**src/rtl/mat_mul_seq.sv**
```systemverilog
// Sequential matrix-multiply sequencer: streams row/column vector pairs to an
// external dot-product unit and scatters the returned results into C = A * B.
module mat_mul_seq #(
   parameter int EXP_WIDTH   = 8,
   parameter int MAN_WIDTH   = 23,
   parameter int BIAS        = -127,
   parameter int VEC_SIZE    = 4,
   parameter int ROWS        = 2,
   parameter int COLS        = 2,
   parameter int DOT_LATENCY = 3,
   localparam int FLOAT_WIDTH = 1 + EXP_WIDTH + MAN_WIDTH
) (
   input  logic                                  clk,
   input  logic                                  rst,
   input  logic                                  start,
   input  logic [ROWS*VEC_SIZE*FLOAT_WIDTH-1:0]  lhs,
   input  logic [COLS*VEC_SIZE*FLOAT_WIDTH-1:0]  rhs,
   output logic [VEC_SIZE*FLOAT_WIDTH-1:0]       dot_lhs,
   output logic [VEC_SIZE*FLOAT_WIDTH-1:0]       dot_rhs,
   input  logic [FLOAT_WIDTH-1:0]                dot_out,
   output logic [ROWS*COLS*FLOAT_WIDTH-1:0]      result,
   output logic                                  busy,
   output logic                                  done
);

   localparam int VW  = VEC_SIZE * FLOAT_WIDTH;
   localparam int N   = ROWS * COLS;
   localparam int K_W = (N > 1) ? $clog2(N) : 1;
   localparam int I_W = (ROWS > 1) ? $clog2(ROWS) : 1;
   localparam int J_W = (COLS > 1) ? $clog2(COLS) : 1;
   localparam logic [K_W-1:0] K_LAST = K_W'(N - 1);
   localparam logic [J_W-1:0] J_LAST = J_W'(COLS - 1);

   typedef enum logic [1:0] {S_IDLE, S_ISSUE, S_DRAIN, S_DONE} state_t;

   state_t                  r_state;
   state_t                  w_state_nxt;
   logic [K_W-1:0]          r_k;
   logic [I_W-1:0]          r_i;
   logic [J_W-1:0]          r_j;
   logic [I_W-1:0]          w_i_nxt;
   logic [J_W-1:0]          w_j_nxt;
   logic [ROWS*VW-1:0]      r_lhs_lat;
   logic [COLS*VW-1:0]      r_rhs_lat;
   logic [VW-1:0]           r_dot_lhs;
   logic [VW-1:0]           r_dot_rhs;
   logic [DOT_LATENCY-1:0]  r_tag_vld;
   logic [K_W-1:0]          r_tag_k [DOT_LATENCY];
   logic [N*FLOAT_WIDTH-1:0] r_result;
   logic                    w_last_wr;

   assign w_last_wr = r_tag_vld[DOT_LATENCY-1] && (r_tag_k[DOT_LATENCY-1] == K_LAST);

   always_ff @(posedge clk or posedge rst) begin
      if (rst) r_state <= S_IDLE;
      else     r_state <= w_state_nxt;
   end

   always_comb begin
      w_state_nxt = r_state;
      case (r_state)
         S_IDLE:  if (start) w_state_nxt = S_ISSUE;
         S_ISSUE: if (r_k == K_LAST) w_state_nxt = S_DRAIN;
         S_DRAIN: if (w_last_wr) w_state_nxt = S_DONE;
         S_DONE:  w_state_nxt = S_IDLE;
         default: w_state_nxt = S_IDLE;
      endcase
   end

   always_comb begin
      busy = (r_state == S_ISSUE) || (r_state == S_DRAIN);
      done = (r_state == S_DONE);
   end

   // Row-major walk: column index wraps first, then the row advances.
   always_comb begin
      w_i_nxt = r_i;
      w_j_nxt = r_j + J_W'(1);
      if (r_j == J_LAST) begin
         w_j_nxt = '0;
         w_i_nxt = r_i + I_W'(1);
      end
   end

   always_ff @(posedge clk or posedge rst) begin
      if (rst) begin
         r_k       <= '0;
         r_i       <= '0;
         r_j       <= '0;
         r_lhs_lat <= '0;
         r_rhs_lat <= '0;
         r_dot_lhs <= '0;
         r_dot_rhs <= '0;
         r_tag_vld <= '0;
         for (int s = 0; s < DOT_LATENCY; s++) r_tag_k[s] <= '0;
         r_result  <= '0;
      end else begin
         // Pair 0 comes straight from the inputs so it is on the bus in the first ISSUE cycle.
         if (r_state == S_IDLE && start) begin
            r_lhs_lat <= lhs;
            r_rhs_lat <= rhs;
            r_k       <= '0;
            r_i       <= '0;
            r_j       <= '0;
            r_dot_lhs <= lhs[VW-1:0];
            r_dot_rhs <= rhs[VW-1:0];
         end else if (r_state == S_ISSUE && r_k != K_LAST) begin
            r_k       <= r_k + K_W'(1);
            r_i       <= w_i_nxt;
            r_j       <= w_j_nxt;
            r_dot_lhs <= r_lhs_lat[int'(w_i_nxt)*VW +: VW];
            r_dot_rhs <= r_rhs_lat[int'(w_j_nxt)*VW +: VW];
         end
         r_tag_vld[0] <= (r_state == S_ISSUE);
         r_tag_k[0]   <= r_k;
         for (int s = 1; s < DOT_LATENCY; s++) begin
            r_tag_vld[s] <= r_tag_vld[s-1];
            r_tag_k[s]   <= r_tag_k[s-1];
         end
         if (r_tag_vld[DOT_LATENCY-1])
            r_result[int'(r_tag_k[DOT_LATENCY-1])*FLOAT_WIDTH +: FLOAT_WIDTH] <= dot_out;
      end
   end

   assign dot_lhs = r_dot_lhs;
   assign dot_rhs = r_dot_rhs;
   assign result  = r_result;

endmodule

```
**config.mk**
```make
export PLATFORM = sky130hd
export DESIGN_NAME = mat_mul_seq
export DESIGN_NICKNAME = d
export VERILOG_FILES = /design/src/rtl/mat_mul_seq.sv
export SDC_FILE = /design/constraint.sdc
export NUM_CORES = 2
export LEC_CHECK = 0
export CAP_MARGIN = 20
export CORE_AREA = 2 2 361 363
export CTS_CLUSTER_DIAMETER = 120
export DETAILED_ROUTE_END_ITERATION = 6
export DIE_AREA = 0 0 363 365
export GPL_TIMING_DRIVEN = 0
export SYNTH_ARGS = -nofsm -noshare
export SYNTH_HDL_FRONTEND = slang
export SYNTH_SLANG_ARGS = --single-unit
```
**constraint.sdc**
```tcl
create_clock -name clk -period 64.3 [get_ports clk]
set_input_delay 12.86 -clock clk [delete_from_list [all_inputs] [get_ports clk]]
set_output_delay 12.86 -clock clk [all_outputs]
set_load 0.02 [all_outputs]
```
Word level (Yosys, flattened, before mapping)

Cells that the tools add are included.

Bits in registers: 911
Input port bits: 547
Output and inout bits: 386

Add/subtract/negate cells: 4
Equal/unequal tests: 9
Shift operators: 4
Multiplexer cells: 17
Reduce and logical (&&, ||, !) cells: 7

Operators with widths:

| cell                                                     | number |
|---|---|
| two-way mux 128 bit                                      | 4 |
| variable part select 256 x 9 -> 128 bit                  | 2 |
| bitwise mux 128 bit                                      | 1 |
| variable shift 32 x 33 -> 128 bit (first input constant) | 1 |
| variable part select 32 x 33 -> 128 bit                  | 1 |
| negator 7 -> 33 bit                                      | 1 |
| two-way mux 2 bit                                        | 5 |
| == test 2 bit (second input constant)                    | 4 |
| inequality test 2 bit (second input constant)            | 4 |
| one-hot mux 2 bit (4 select lines)                       | 1 |
| two-way mux 1 bit                                        | 6 |
| logical AND 1 bit                                        | 3 |
| AND reduction 3 bit                                      | 1 |
| adder 1 bit (second input constant)                      | 2 |
| adder 2 x 1 -> 2 bit (second input constant)             | 1 |
| == test 2 x 1 -> 1 bit (second input constant)           | 1 |
| logical NOT 2 bit                                        | 1 |
| nonzero test 2 bit                                       | 1 |
| logical OR 1 bit                                         | 1 |

Longest topological paths before layout

Depth after elaboration: 5
Gate-level depth with buffers: 9
Depth with buffers taken out: 5

Worst setup path after synthesis

OpenSTA, ideal clock, no wires.

Path kind: input -> register
Start: input port start
End: register r_dot_lhs[127] (netlist: dot_lhs[127])
Library setup time: 0.086 ns
Arrival time: 13.919 ns
Setup slack: 50.295 ns
Cell stages on the path: 7
Buffers on the path: 4
Cells stage by stage: and2_1 > buf_2 > or2_1 > clkbuf_1 > buf_4 > buf_6 > o221ai_2

Longest elaborated chain between the ends: 2
Elaborated cells on any way between the ends: 3

RTL lines:

| item                                                             | RTL line | RTL |
|---|---|---|
| from (decl)                                                      | 15       | `input logic start,` |
| logical AND 1 bit *                                              | 99       | `if (r_state == S_IDLE && start) begin` |
| two-way mux 128 bit / nonzero test 2 bit (equally long branches) | -        |  |
| to (signal assigned)                                             | 105      | `r_dot_lhs <= lhs[VW-1:0];` |
| to (signal assigned)                                             | 111      | `r_dot_lhs <= r_lhs_lat[int'(w_i_nxt)*VW +: VW];` |
| to (decl)                                                        | 45       | `logic [VW-1:0] r_dot_lhs;` |

Every way passes the cells marked *; elsewhere a longest branch is shown, timed or not.
A chain may end at the register's enable or synchronous reset.

==> run metrics <==
Die ar.=0.132 mm2; die width=363 um; Worst Setup Start Kind=primary input; largest net degree at the start of global routing=124; H-tree levels=3; routed len/inst=22.5 um; hpwl dp=112000 um; Num Clock Sinks=911; Max-Slew Margin vs Limit=32.5%; critical path endpoint category=asynchronous set/reset pin; via count=32484; Top cell by count, worst path=buf_16; fin crit share=24.2%; ranking of synthesized cells by area=dfrtp_1 58%, nand2_1 15%, a41oi_2 5.0%; CTS tree=built; Synth area leader=dfrtp_1; synthesized instance count=3798; Hold Vio Cnt, Final=0; Post-CTS Setup Bufs=0; GR Overflow Total=0; dpl ws=47.92 ns; hold_sp=r_tag_k[4]; # DRC=0; Detailed Route WL=149000 um; Placeable Area=0.129 mm2; r2r worst-path depth=8; hold_buf cts=0; EDFF count, synth=0; initial antenna violation count=50; synth unique cells=32; total track usage=22.0%; flop2flop setup slack=61.12 ns; Final Setup Violations=0; antenna-violating nets left=0; Worst Skew=0.0618 ns; Top Ports=933; arrival time worst endpoint=16.33 ns; vias in the first global route=33210; status=complete, no violations; Clk pin slew, worst setup/hold paths=0.06 ns; first-pass GRT wire length=217000 um; syn nets=4356; total CTS buffers=101; Die Y=365 um; DR iter-0 viols=2456; cell-by-cell trace of the critical path=clkdlybuf4s50_1 -> inv_8 -> buf_16 -> buf_16 -> buf_16 -> buf_16 -> buf_16; worst-skew pair later-pin latency=0.70 ns; Final TNS setup=0 ns; worst slew pin tran=1.01 ns; Lkg Pwr=24.7 nW; most numerous cell in the Yosys netlist=nand2_1; CP peak stage delay=0.49 ns; final core occ=42.3%; Critical-path top delay cell=clkdlybuf4s50_1; Most used DFF post-synth=dfrtp_1; FF-to-FF Start=r_state[0]; worst setup margin=48.74 ns; Worst Hold Path EP=r_tag_k[2]; FF-to-FF End=dot_lhs[4]; worst path bufs/invs=7; Final nets=5404; Mapped Area=0.0390 mm2; family with the most delay on the worst path=buffers and inverters; placed instance count=6418; Fmax achieved=64.2 MHz; RSZ-0062 raised after global routing=false; asr flop ratio synth=100%; Initial Utilization=30.3%; Pwr Total=3.04 mW; row count=132; Hold Path Stages=0; port buffer count=932; share of layout cells above drive strength 1=11.2%; Initial DRT Pass Iterations=5; Hold WC Path Type=flip-flop to flip-flop; area grow syn2layout=39.4%; number of synthesized register bits=911; CP max FO=122; Non-Filler Instances=6629; Vias/cell=4.90; critical path class=primary input to asynchronous set/reset pin; # resized after CTS=0; Seq/Total Area, Yosys=58.4%; power per cell area=55.9 mW/mm2; Worst IR Drop VDD=0.0000251 V; commonest cells in the netlist=1542 x nand2_1, 911 x dfrtp_1, 254 x nand3_1, 147 x clkbuf_1, 135 x inv_1; clock period minus worst slack=15.56 ns; CP required=65.06 ns; clock tree buffer depth=3; synth warn=0; routability cong.=0.861; syn_area_per_cell=10.3 um2; root buf cell=clkbuf_16; Max Cap Viol=0; share of the synthesized area in the top cell type=58.4%; fin. max-slew vios=0
worst reg2reg max path, cell delays in order, from the launching register on:
cell      delay (ns)
dfrtp_1         0.40
inv_1           0.10
ha_1            0.24
nand2_1         0.20
buf_2           0.35
buf_2           0.45
clkbuf_1        0.73
nand3_1         0.32
a41oi_2         0.26
area by class of cell:
class                           count  area [um2]
Tap cell                         1675        2100
Clock inverter                     41         593
Timing Repair Buffer              945        9640
Clock buffer                      147        2970
Inverter                          135         514
Sequential cell                   911       22800
Antenna cell                       23        57.6
Fill cell                       12471       74300
Multi-Input combinational cell   2471       14300
Buffer                            281        1380
logic make-up (layout without fill, tap and decap cells):
family | count (synthesis) | after routing | share of synthesized area, %
AND/OR/NAND/NOR | 1937 | 1937 | 20.0
multiplexers | 131 | 131 | 3.36
other | 0 | 23 | 0
XOR/XNOR | 5 | 5 | 0.160
AO/OA/AOI/OAI | 387 | 387 | 12.9
buffers and inverters | 416 | 1549 | 4.83
adder cells (fa/ha/maj) | 11 | 11 | 0.353
flip-flops | 911 | 911 | 58.4
flip-flops by register name, indices dropped and copies added (netlist names):
register   count
r_j            1
dot_lhs      128
r_lhs_lat    256
r_k            2
result       128
r_rhs_lat    256
r_tag_k        6
r_i            1
r_tag_vld      3
dot_rhs      128
r_state        2
cell usage in the layout, fill, tap and decap left out, types with 9 or more instances in the layout:
cell,count
nor3_1,128
a22o_1,128
ha_1,11
buf_2,95
inv_1,134
clkbuf_1,167
dfrtp_1,911
clkbuf_8,25
clkinv_2,14
clkbuf_16,102
diode_2,23
o221ai_2,120
clkdlybuf4s50_1,932
nand2_1,1542
buf_1,10
buf_16,9
o221ai_1,9
mux2i_1,130
a41oi_2,120
bufinv_16,10
buf_6,26
nand3_1,254
layer usage:
metal,vias up,share of wire [%],wire (um),track usage [%]
li1,14899,-,-,-
met1,16158,41,60700,27.3
met2,1115,48,71800,36.3
met3,268,7.5,11200,5.94
met4,44,3.6,5400,9.08
met5,-,0.19,280,0
worst max-delay path by stage:
stage                    end  cells after the start  slack (ns)  start
6_report       r_rhs_lat[44]                      7       48.74    rst
5_1_grt          dot_rhs[65]                      7       48.31    rst
4_1_cts          dot_rhs[58]                      7       48.64    rst
3_5_place_dp     dot_rhs[29]                      7       47.92    rst
3_3_place_gp     dot_rhs[29]                      2       14.12    rst
2_1_floorplan     dot_lhs[0]                      1       25.83    rst
through the flow:
step / cell area, um2 / hold WS (ns)
2_1_floorplan: 39000 / 0.331
6_report: 54400 / 0.336
3_5_place_dp: 50800 / 0.336
3_3_place_gp: 50400 / 0.334
4_1_cts: 54300 / 0.347
5_1_grt: 54400 / 0.357
where the power goes:
part	switching [mW]	internal [mW]	total (mW)
clock	0.254	0.363	0.617
combinational	0.826	0.579	1.41
sequential	0.167	0.849	1.02
(Power assumes the default switching activity.)
